--- src/rtl/settings_bus_arbiter.sv ---
// Merges several per-channel settings buses onto one shared settings bus.
// Each input has its own FIFO; a round-robin arbiter drains them under downstream ready.
module settings_bus_arbiter #(
  parameter int NUM_BUSES = 2,
  parameter int AWIDTH    = 8,
  parameter int DWIDTH    = 32,
  parameter int FIFO_SIZE = 4,
  parameter int ADDR_MIN  = 0,
  parameter int ADDR_MAX  = (1 << AWIDTH) - 1,
  parameter int SRC_WIDTH = (NUM_BUSES > 1) ? $clog2(NUM_BUSES) : 1
) (
  input  logic                        clk,
  input  logic                        reset_n,
  input  logic                        clear,
  input  logic [NUM_BUSES-1:0]        in_set_stb,
  input  logic [NUM_BUSES*AWIDTH-1:0] in_set_addr,
  input  logic [NUM_BUSES*DWIDTH-1:0] in_set_data,
  input  logic                        ready,
  output logic                        out_set_stb,
  output logic [AWIDTH-1:0]           out_set_addr,
  output logic [DWIDTH-1:0]           out_set_data,
  output logic [SRC_WIDTH-1:0]        out_set_src,
  output logic [NUM_BUSES-1:0]        overflow
);

  localparam int DEPTH = 1 << FIFO_SIZE;
  localparam int EW    = AWIDTH + DWIDTH;
  localparam logic [FIFO_SIZE:0]   FULL_CNT  = (FIFO_SIZE+1)'(DEPTH);
  localparam logic [SRC_WIDTH-1:0] LAST_INIT = SRC_WIDTH'(NUM_BUSES - 1);
  // Window bounds carried one bit wider so full-range windows never fold into constant compares.
  localparam logic [AWIDTH:0]      WIN_LO    = (AWIDTH+1)'(ADDR_MIN);
  localparam logic [AWIDTH:0]      WIN_HI    = (AWIDTH+1)'(ADDR_MAX) + (AWIDTH+1)'(1);

  function automatic logic in_window(input logic [AWIDTH-1:0] a);
    logic [AWIDTH:0] ax;
    ax = {1'b0, a};
    return ((ax + (AWIDTH+1)'(1)) > WIN_LO) && (ax < WIN_HI);
  endfunction

  logic [EW-1:0]        fifo_mem [NUM_BUSES][DEPTH];
  logic [FIFO_SIZE-1:0] wr_ptr_q [NUM_BUSES];
  logic [FIFO_SIZE-1:0] wr_ptr_d [NUM_BUSES];
  logic [FIFO_SIZE-1:0] rd_ptr_q [NUM_BUSES];
  logic [FIFO_SIZE-1:0] rd_ptr_d [NUM_BUSES];
  logic [FIFO_SIZE:0]   cnt_q    [NUM_BUSES];
  logic [FIFO_SIZE:0]   cnt_d    [NUM_BUSES];

  logic [NUM_BUSES-1:0] push;
  logic [NUM_BUSES-1:0] drop;
  logic [NUM_BUSES-1:0] pop;

  logic                 out_stb_q,  out_stb_d;
  logic [AWIDTH-1:0]    out_addr_q, out_addr_d;
  logic [DWIDTH-1:0]    out_data_q, out_data_d;
  logic [SRC_WIDTH-1:0] out_src_q,  out_src_d;
  logic [SRC_WIDTH-1:0] last_grant_q, last_grant_d;
  logic [NUM_BUSES-1:0] ovf_q, ovf_d;

  logic                 gnt_vld;
  logic [SRC_WIDTH-1:0] gnt_idx;
  logic [SRC_WIDTH-1:0] cand_idx;
  logic [EW-1:0]        head;
  int                   cand;

  // Full is judged on the registered count, so a same-cycle pop never frees room for a push.
  always_comb begin
    push = '0;
    drop = '0;
    for (int i = 0; i < NUM_BUSES; i++) begin
      if (in_set_stb[i] && !clear && in_window(in_set_addr[AWIDTH*i +: AWIDTH])) begin
        if (cnt_q[i] == FULL_CNT) drop[i] = 1'b1;
        else                      push[i] = 1'b1;
      end
    end
  end

  // Descending scan so the lowest offset from last_grant+1 wins.
  always_comb begin
    gnt_vld  = 1'b0;
    gnt_idx  = last_grant_q;
    cand     = 0;
    cand_idx = '0;
    for (int k = NUM_BUSES; k >= 1; k--) begin
      cand = int'(last_grant_q) + k;
      if (cand >= NUM_BUSES) cand = cand - NUM_BUSES;
      cand_idx = SRC_WIDTH'(cand);
      if (cnt_q[cand_idx] != '0) begin
        gnt_vld = 1'b1;
        gnt_idx = cand_idx;
      end
    end
  end

  assign head = fifo_mem[gnt_idx][rd_ptr_q[gnt_idx]];

  always_comb begin
    out_stb_d    = 1'b0;
    out_addr_d   = out_addr_q;
    out_data_d   = out_data_q;
    out_src_d    = out_src_q;
    last_grant_d = last_grant_q;
    ovf_d        = ovf_q;
    pop          = '0;
    for (int i = 0; i < NUM_BUSES; i++) begin
      wr_ptr_d[i] = wr_ptr_q[i];
      rd_ptr_d[i] = rd_ptr_q[i];
      cnt_d[i]    = cnt_q[i];
    end
    if (clear) begin
      ovf_d        = '0;
      last_grant_d = LAST_INIT;
      for (int i = 0; i < NUM_BUSES; i++) begin
        wr_ptr_d[i] = '0;
        rd_ptr_d[i] = '0;
        cnt_d[i]    = '0;
      end
    end else begin
      if (ready && gnt_vld) begin
        out_stb_d    = 1'b1;
        out_addr_d   = head[EW-1 -: AWIDTH];
        out_data_d   = head[DWIDTH-1:0];
        out_src_d    = gnt_idx;
        last_grant_d = gnt_idx;
        pop[gnt_idx] = 1'b1;
      end
      ovf_d = ovf_q | drop;
      for (int i = 0; i < NUM_BUSES; i++) begin
        if (push[i]) wr_ptr_d[i] = wr_ptr_q[i] + FIFO_SIZE'(1);
        if (pop[i])  rd_ptr_d[i] = rd_ptr_q[i] + FIFO_SIZE'(1);
        cnt_d[i] = cnt_q[i] + (FIFO_SIZE+1)'(push[i]) - (FIFO_SIZE+1)'(pop[i]);
      end
    end
  end

  always_ff @(posedge clk) begin
    for (int i = 0; i < NUM_BUSES; i++) begin
      if (push[i]) fifo_mem[i][wr_ptr_q[i]] <= {in_set_addr[AWIDTH*i +: AWIDTH],
                                                in_set_data[DWIDTH*i +: DWIDTH]};
    end
  end

  always_ff @(posedge clk) begin
    if (!reset_n) begin
      out_stb_q    <= 1'b0;
      out_addr_q   <= '0;
      out_data_q   <= '0;
      out_src_q    <= '0;
      last_grant_q <= LAST_INIT;
      ovf_q        <= '0;
      for (int i = 0; i < NUM_BUSES; i++) begin
        wr_ptr_q[i] <= '0;
        rd_ptr_q[i] <= '0;
        cnt_q[i]    <= '0;
      end
    end else begin
      out_stb_q    <= out_stb_d;
      out_addr_q   <= out_addr_d;
      out_data_q   <= out_data_d;
      out_src_q    <= out_src_d;
      last_grant_q <= last_grant_d;
      ovf_q        <= ovf_d;
      for (int i = 0; i < NUM_BUSES; i++) begin
        wr_ptr_q[i] <= wr_ptr_d[i];
        rd_ptr_q[i] <= rd_ptr_d[i];
        cnt_q[i]    <= cnt_d[i];
      end
    end
  end

  assign out_set_stb  = out_stb_q;
  assign out_set_addr = out_addr_q;
  assign out_set_data = out_data_q;
  assign out_set_src  = out_src_q;
  assign overflow     = ovf_q;

endmodule

--- config.mk ---
export PLATFORM = sky130hd
export DESIGN_NAME = settings_bus_arbiter
export DESIGN_NICKNAME = d
export VERILOG_FILES = /design/src/rtl/settings_bus_arbiter.sv
export SDC_FILE = /design/constraint.sdc
export NUM_CORES = 2
export LEC_CHECK = 0
export CAP_MARGIN = 15
export CELL_PAD_IN_SITES_DETAIL_PLACEMENT = 1
export CELL_PAD_IN_SITES_GLOBAL_PLACEMENT = 1
export CORE_MARGIN = 4
export CORE_UTILIZATION = 49
export DETAILED_ROUTE_END_ITERATION = 8
export MAX_ROUTING_LAYER = met4
export PLACE_DENSITY_LB_ADDON = 0.1
export SLEW_MARGIN = 20
export SYNTH_ARGS = -nofsm -noshare
export SYNTH_HDL_FRONTEND = slang
export SYNTH_SLANG_ARGS = --single-unit
--- constraint.sdc ---
create_clock -name clk -period 5.1 [get_ports clk]
set_clock_uncertainty 0.15 [all_clocks]
set_input_delay 1.02 -clock clk [delete_from_list [all_inputs] [get_ports clk]]
set_output_delay 1.02 -clock clk [all_outputs]
set_load 0.05 [all_outputs]
# ---- After elaboration in Yosys (flattened, before gate mapping)
# Memories as Yosys holds them, arrays and structs flattened.
# Cells that the tools add are included.
dict set report totals {
  output_inout_bits 44
  mem_count 4
  mem_bits_rw 1306
  ff_bits 45
  in_bits 86
  wordCells 107
}
dict set report classes {
  eq_ne 2
  n_reduce_logical 13
  order_cmp 11
  muxes 45
  n_bitwise 12
  add_sub_neg 14
}
# memory words width rd rd_clocked_by_memory_dff wr line
set mem_list {}
lappend mem_list {fifo_mem 2 640 1 0 2 40} ;# logic [EW-1:0] fifo_mem [NUM_BUSES][DEPTH];
lappend mem_list {cnt_q 2 5 4 0 2 45} ;# logic [FIFO_SIZE:0] cnt_q [NUM_BUSES];
lappend mem_list {rd_ptr_q 2 4 3 0 2 43} ;# logic [FIFO_SIZE-1:0] rd_ptr_q [NUM_BUSES];
lappend mem_list {wr_ptr_q 2 4 2 0 2 41} ;# logic [FIFO_SIZE-1:0] wr_ptr_q [NUM_BUSES];
# operator n
set op_table {}
lappend op_table {{$mux 640} 2}
lappend op_table {{$demux 40 s4} 2}
lappend op_table {{$bmux 40 s4} 1}
lappend op_table {{$mux 40} 4}
lappend op_table {{$mux 4} 8}
lappend op_table {{$mux 1} 20}
lappend op_table {{$add 8x1->9 const B} 2}
lappend op_table {{$gt 9x1->1 const B} 2}
lappend op_table {{$add 4x1->4 const B} 4}
lappend op_table {{$mux 8} 2}
lappend op_table {{$ge 5x5->1 const B} 3}
lappend op_table {{$not 4->5} 3}
lappend op_table {{$add 5x1->5} 2}
lappend op_table {{$eq 5x5->1 const B} 2}
lappend op_table {{$lt 5x1->1 const B} 2}
lappend op_table {{$mux 10} 1}
lappend op_table {{$mux 5} 2}
lappend op_table {{$reduce_bool 5->1} 2}
lappend op_table {{$sub 5x1->5} 2}
lappend op_table {{$logic_and 1x1->1} 8}
lappend op_table {{$or 1x1->1} 6}
lappend op_table {{$mux 2} 2}
lappend op_table {{$add 1x2->3 const B} 1}
lappend op_table {{$ge 3x2->1 const B} 1}
lappend op_table {{11 further kinds} 13}

# ---- Depth between registers and ports, before layout
# An unclocked memory read counts as a cell.
dict set report logic_depth {
  depth_word 16
  ltp_mapped 12
}

# ---- Least setup slack after synthesis
# Ideal clock, no wire load.
dict set report synth_path {
  path_type {input to register}
  from {input clear}
  to {memory fifo_mem[0][480] in the netlist's numbering, enable pin}
  arrival_ps 4936
  path_slack_ps -473
  stages 4
  setup_ps 487
  cell_sequence {clkbuf_1 -> a311oi_1 -> nand2_1 -> nor3_1}
}
# element line
set synth_lines {}
lappend synth_lines {{start: declaration} 14} ;# input logic clear,
lappend synth_lines {{end: declaration} 40}

==> impl_metrics.csv <==
group,metric,value,unit
clock_network,cts_made_buffers,142,
route,met1_length,67700,um
timing,fin_tns_setup,0,ns
power_and_ir_drop,vdd_drop_max,0.000468,V
clock_network,cts_root_buffer,"clkbuf_16",
die,die_area,113000,sq um
power_and_ir_drop,p_sw_share,31.8,%
clock_network,htreeDepth,4,
route,drt_first_iter_violations,3528,
timing,drv_slew,0,
power_and_ir_drop,p_clk_share,33.6,%
clock_network,hold_buffers,0,
power_and_ir_drop,netSwitchingPower,0.00939,W
layout,nNetsFinal,3200,
critical_path,critPathKind,"flip-flop to flip-flop",
placed_design,place_congestion,0.907,
layout,final_cells,4607,
global_routing,grt-ovfl-total,0,
logic_synthesis,synthesis.instances,2908,
logic_synthesis,synth_cell_types,62,
die,rows,120,
logic_synthesis,syn_area,53000,sq um
route,viasPerCell,6.26,
critical_path,cp_max_fo,23,
die,num_io_pins,130,
status,status,"finished, final reports clean",
power_and_ir_drop,cellPowerDensity,485,nW/um^2
power_and_ir_drop,pwr-share-seq,42.8,%
timing,setup_violations,0,
logic_synthesis,avgSynthCellArea,18.2,sq um
logic_synthesis,ys_ff_latch,1351,
logic_synthesis,ys_seq_area_share,75.3,%
layout,layout_common_cells,"edfxtp_1 (1280), nand2_1 (196), mux4_2 (188)",
placed_design,dp_slack,1.18,ns
layout,layout_commonest_cell,"edfxtp_1",
clock_network,tritoncts,"yes",
logic_synthesis,syn_nets,3018,
placed_design,dp_cells,4349,
power_and_ir_drop,p_int,0.0202,W
clock_network,ctsResizeCount,0,
critical_path,setup.worst_path.end_class,"flip-flop",
layout,fill_cells,9398,
timing,period_needed,3.79,ns
layout,area_growth,15.1,%
timing,fin_ws,1.31,ns
die,start_util,49.4,%
global_routing,grt_pass1_wl,220000,um
power_and_ir_drop,p_comb_share,23.6,%
power_and_ir_drop,power.leakage,18.8,nW
logic_synthesis,synth_edf_count,1280,
timing,rsz0062_at_grt,"no",
timing,hold_viol_final,0,
timing,maxSlewHeadroom,28.9,%
worst_hold_path,hp-class,"flip-flop to flip-flop",
timing,fin_crit_sh,74.4,%
clock_network,clockBufferDepth,3,
critical_path,critPathLaunchType,"flip-flop",
global_routing,grt_pass1_vias,29209,
layout,drive_above_1_share,18.4,%
timing,fmax,264,MHz
power_and_ir_drop,power,0.0296,W
die,die_h,337,um
route,num_vias,28857,
clock_network,postCtsSetupRepairBufs,0,
timing,tightest_slew,1.04,ns
global_routing,grtUsageTotal,28.3,%
logic_synthesis,ys.flop_type,"edfxtp_1",
route,routed.top_layer,"met4",
die,die_x,337,um
die,core,107000,sq um
run,drv_cap,0,
placed_design,portBuffers,129,
critical_path,cp.required,5.57,ns
logic_synthesis,yosysWarnings,0,
clock_network,clkLatencyLatePin,0.75,ns
route,route.detailed.drc,0,
critical_path,crit_arrival,4.27,ns
clock_network,cts_sinks,1351,
global_routing,antenna_found_initial,11,
global_routing,grt_max_degree,83,
route,ant_nets,0,
placed_design,dp_hpwl,98400,um
route,drt-pass1-iter-count,5,
route,routed-wl-met3,18700,um
clock_network,clk_pin_slew_worst_paths,0.06,ns
route,wl,154000,um
route,wl_met2,65300,um
route,wl_per_cell,33.5,um
logic_synthesis,async_flop_share,0,%
## kinds of logic after synthesis
group                      Yosys count  share of synthesized area (%)
DFF                               1351                           75.3
and+or+nand+nor                    579                           5.24
muxes                              446                           13.1
AOI/OAI and AO/OA                  286                           3.90
buffers and inverters              204                           1.64
adders and majority gates           24                          0.595
xor gates and xnor gates            18                          0.298
## path summary, 6_finish.rpt
kind / startpoint / cells past startpoint / slack, ns / end
min reg2reg: out_set_data[7] / 2 / 0.34 / out_set_data[7]
max reg2reg: cnt_q[0][1] / 7 / 1.31 / out_set_data[3]
min: out_set_data[7] / 2 / 0.34 / out_set_data[7]
max: cnt_q[0][1] / 7 / 1.31 / out_set_data[3]
## synthesized netlist by cell type, types with 27 or more instances
cell      count  area (sq um)
nor2b_1      64           400
nor3_1       37           185
nand2_1     197           739
mux4_2      188          4230
dfxtp_1      71          1420
a21oi_1      34           170
edfxtp_1   1280         38400
o21ai_0      40           200
nand3_1     131           656
buf_2        58           290
clkbuf_1     86           323
mux2i_1     183          1830
mux2_2       73           822
a211oi_1    104           781
buf_1        27           101
nor2_1       76           285
## critical path: stages (launching register included)
cell and delay, ns:
dfxtp_1 0.34, nor4_1 0.59, and3_1 0.68, nor2_8 0.23, mux2i_4 0.62, nand2_1 0.37, o32a_1 0.44, o221a_2 0.24
## layer usage
| layer | global-route usage, % | vias up |
|---|---|---|
| met1 | 42.1 | 15213 |
| met2 | 38.0 | 1426 |
| met4 | 5.68 | 0 |
| met5 | - | - |
| met3 | 9.99 | 178 |
| li1 | - | 12040 |
## metrics by stage
stage	area, sq um	utilization [%]	hold WS [ns]
after floorplan	53000	-	0.357
after global placement	56500	52.7	0.315
after detailed placement	56500	52.7	0.329
after CTS	61000	56.9	0.346
after global routing	61000	56.9	0.368
final	61000	56.9	0.339
## state kept, by name (all words and copies together) (netlist names)
register and cells:
fifo_mem 1280, out_set_data 32, cnt_q 10, out_set_addr 8
rd_ptr_q 8, wr_ptr_q 8, overflow 2, last_grant_q 1
out_set_src 1, out_set_stb 1
## final cells by class
class	count	area, sq um	share of cell area, %
Multi-Input combinational cell	1353	12500	20.6
Timing Repair Buffer	216	2260	3.70
Inverter	26	97.6	0.160
Clock inverter	68	561	0.919
Sequential cell	1351	39900	65.4
Antenna cell	4	10.0	0.0164
Clock buffer	186	3880	6.36
Tap cell	1403	1760	2.88
## power by group through the flow
| stage | clock network [W] | registers, W | logic (W) |
|---|---|---|---|
| global route | 0.0106 | 0.0127 | 0.00741 |
| finish | 0.00993 | 0.0127 | 0.00699 |
| detailed placement | 0 | 0.0129 | 0.00683 |
| floorplan | 0 | 0.0130 | 0.00400 |
| global placement | 0 | 0.0129 | 0.00672 |
| CTS | 0.0101 | 0.0127 | 0.00687 |
Power figures use the tool's default switching activity.
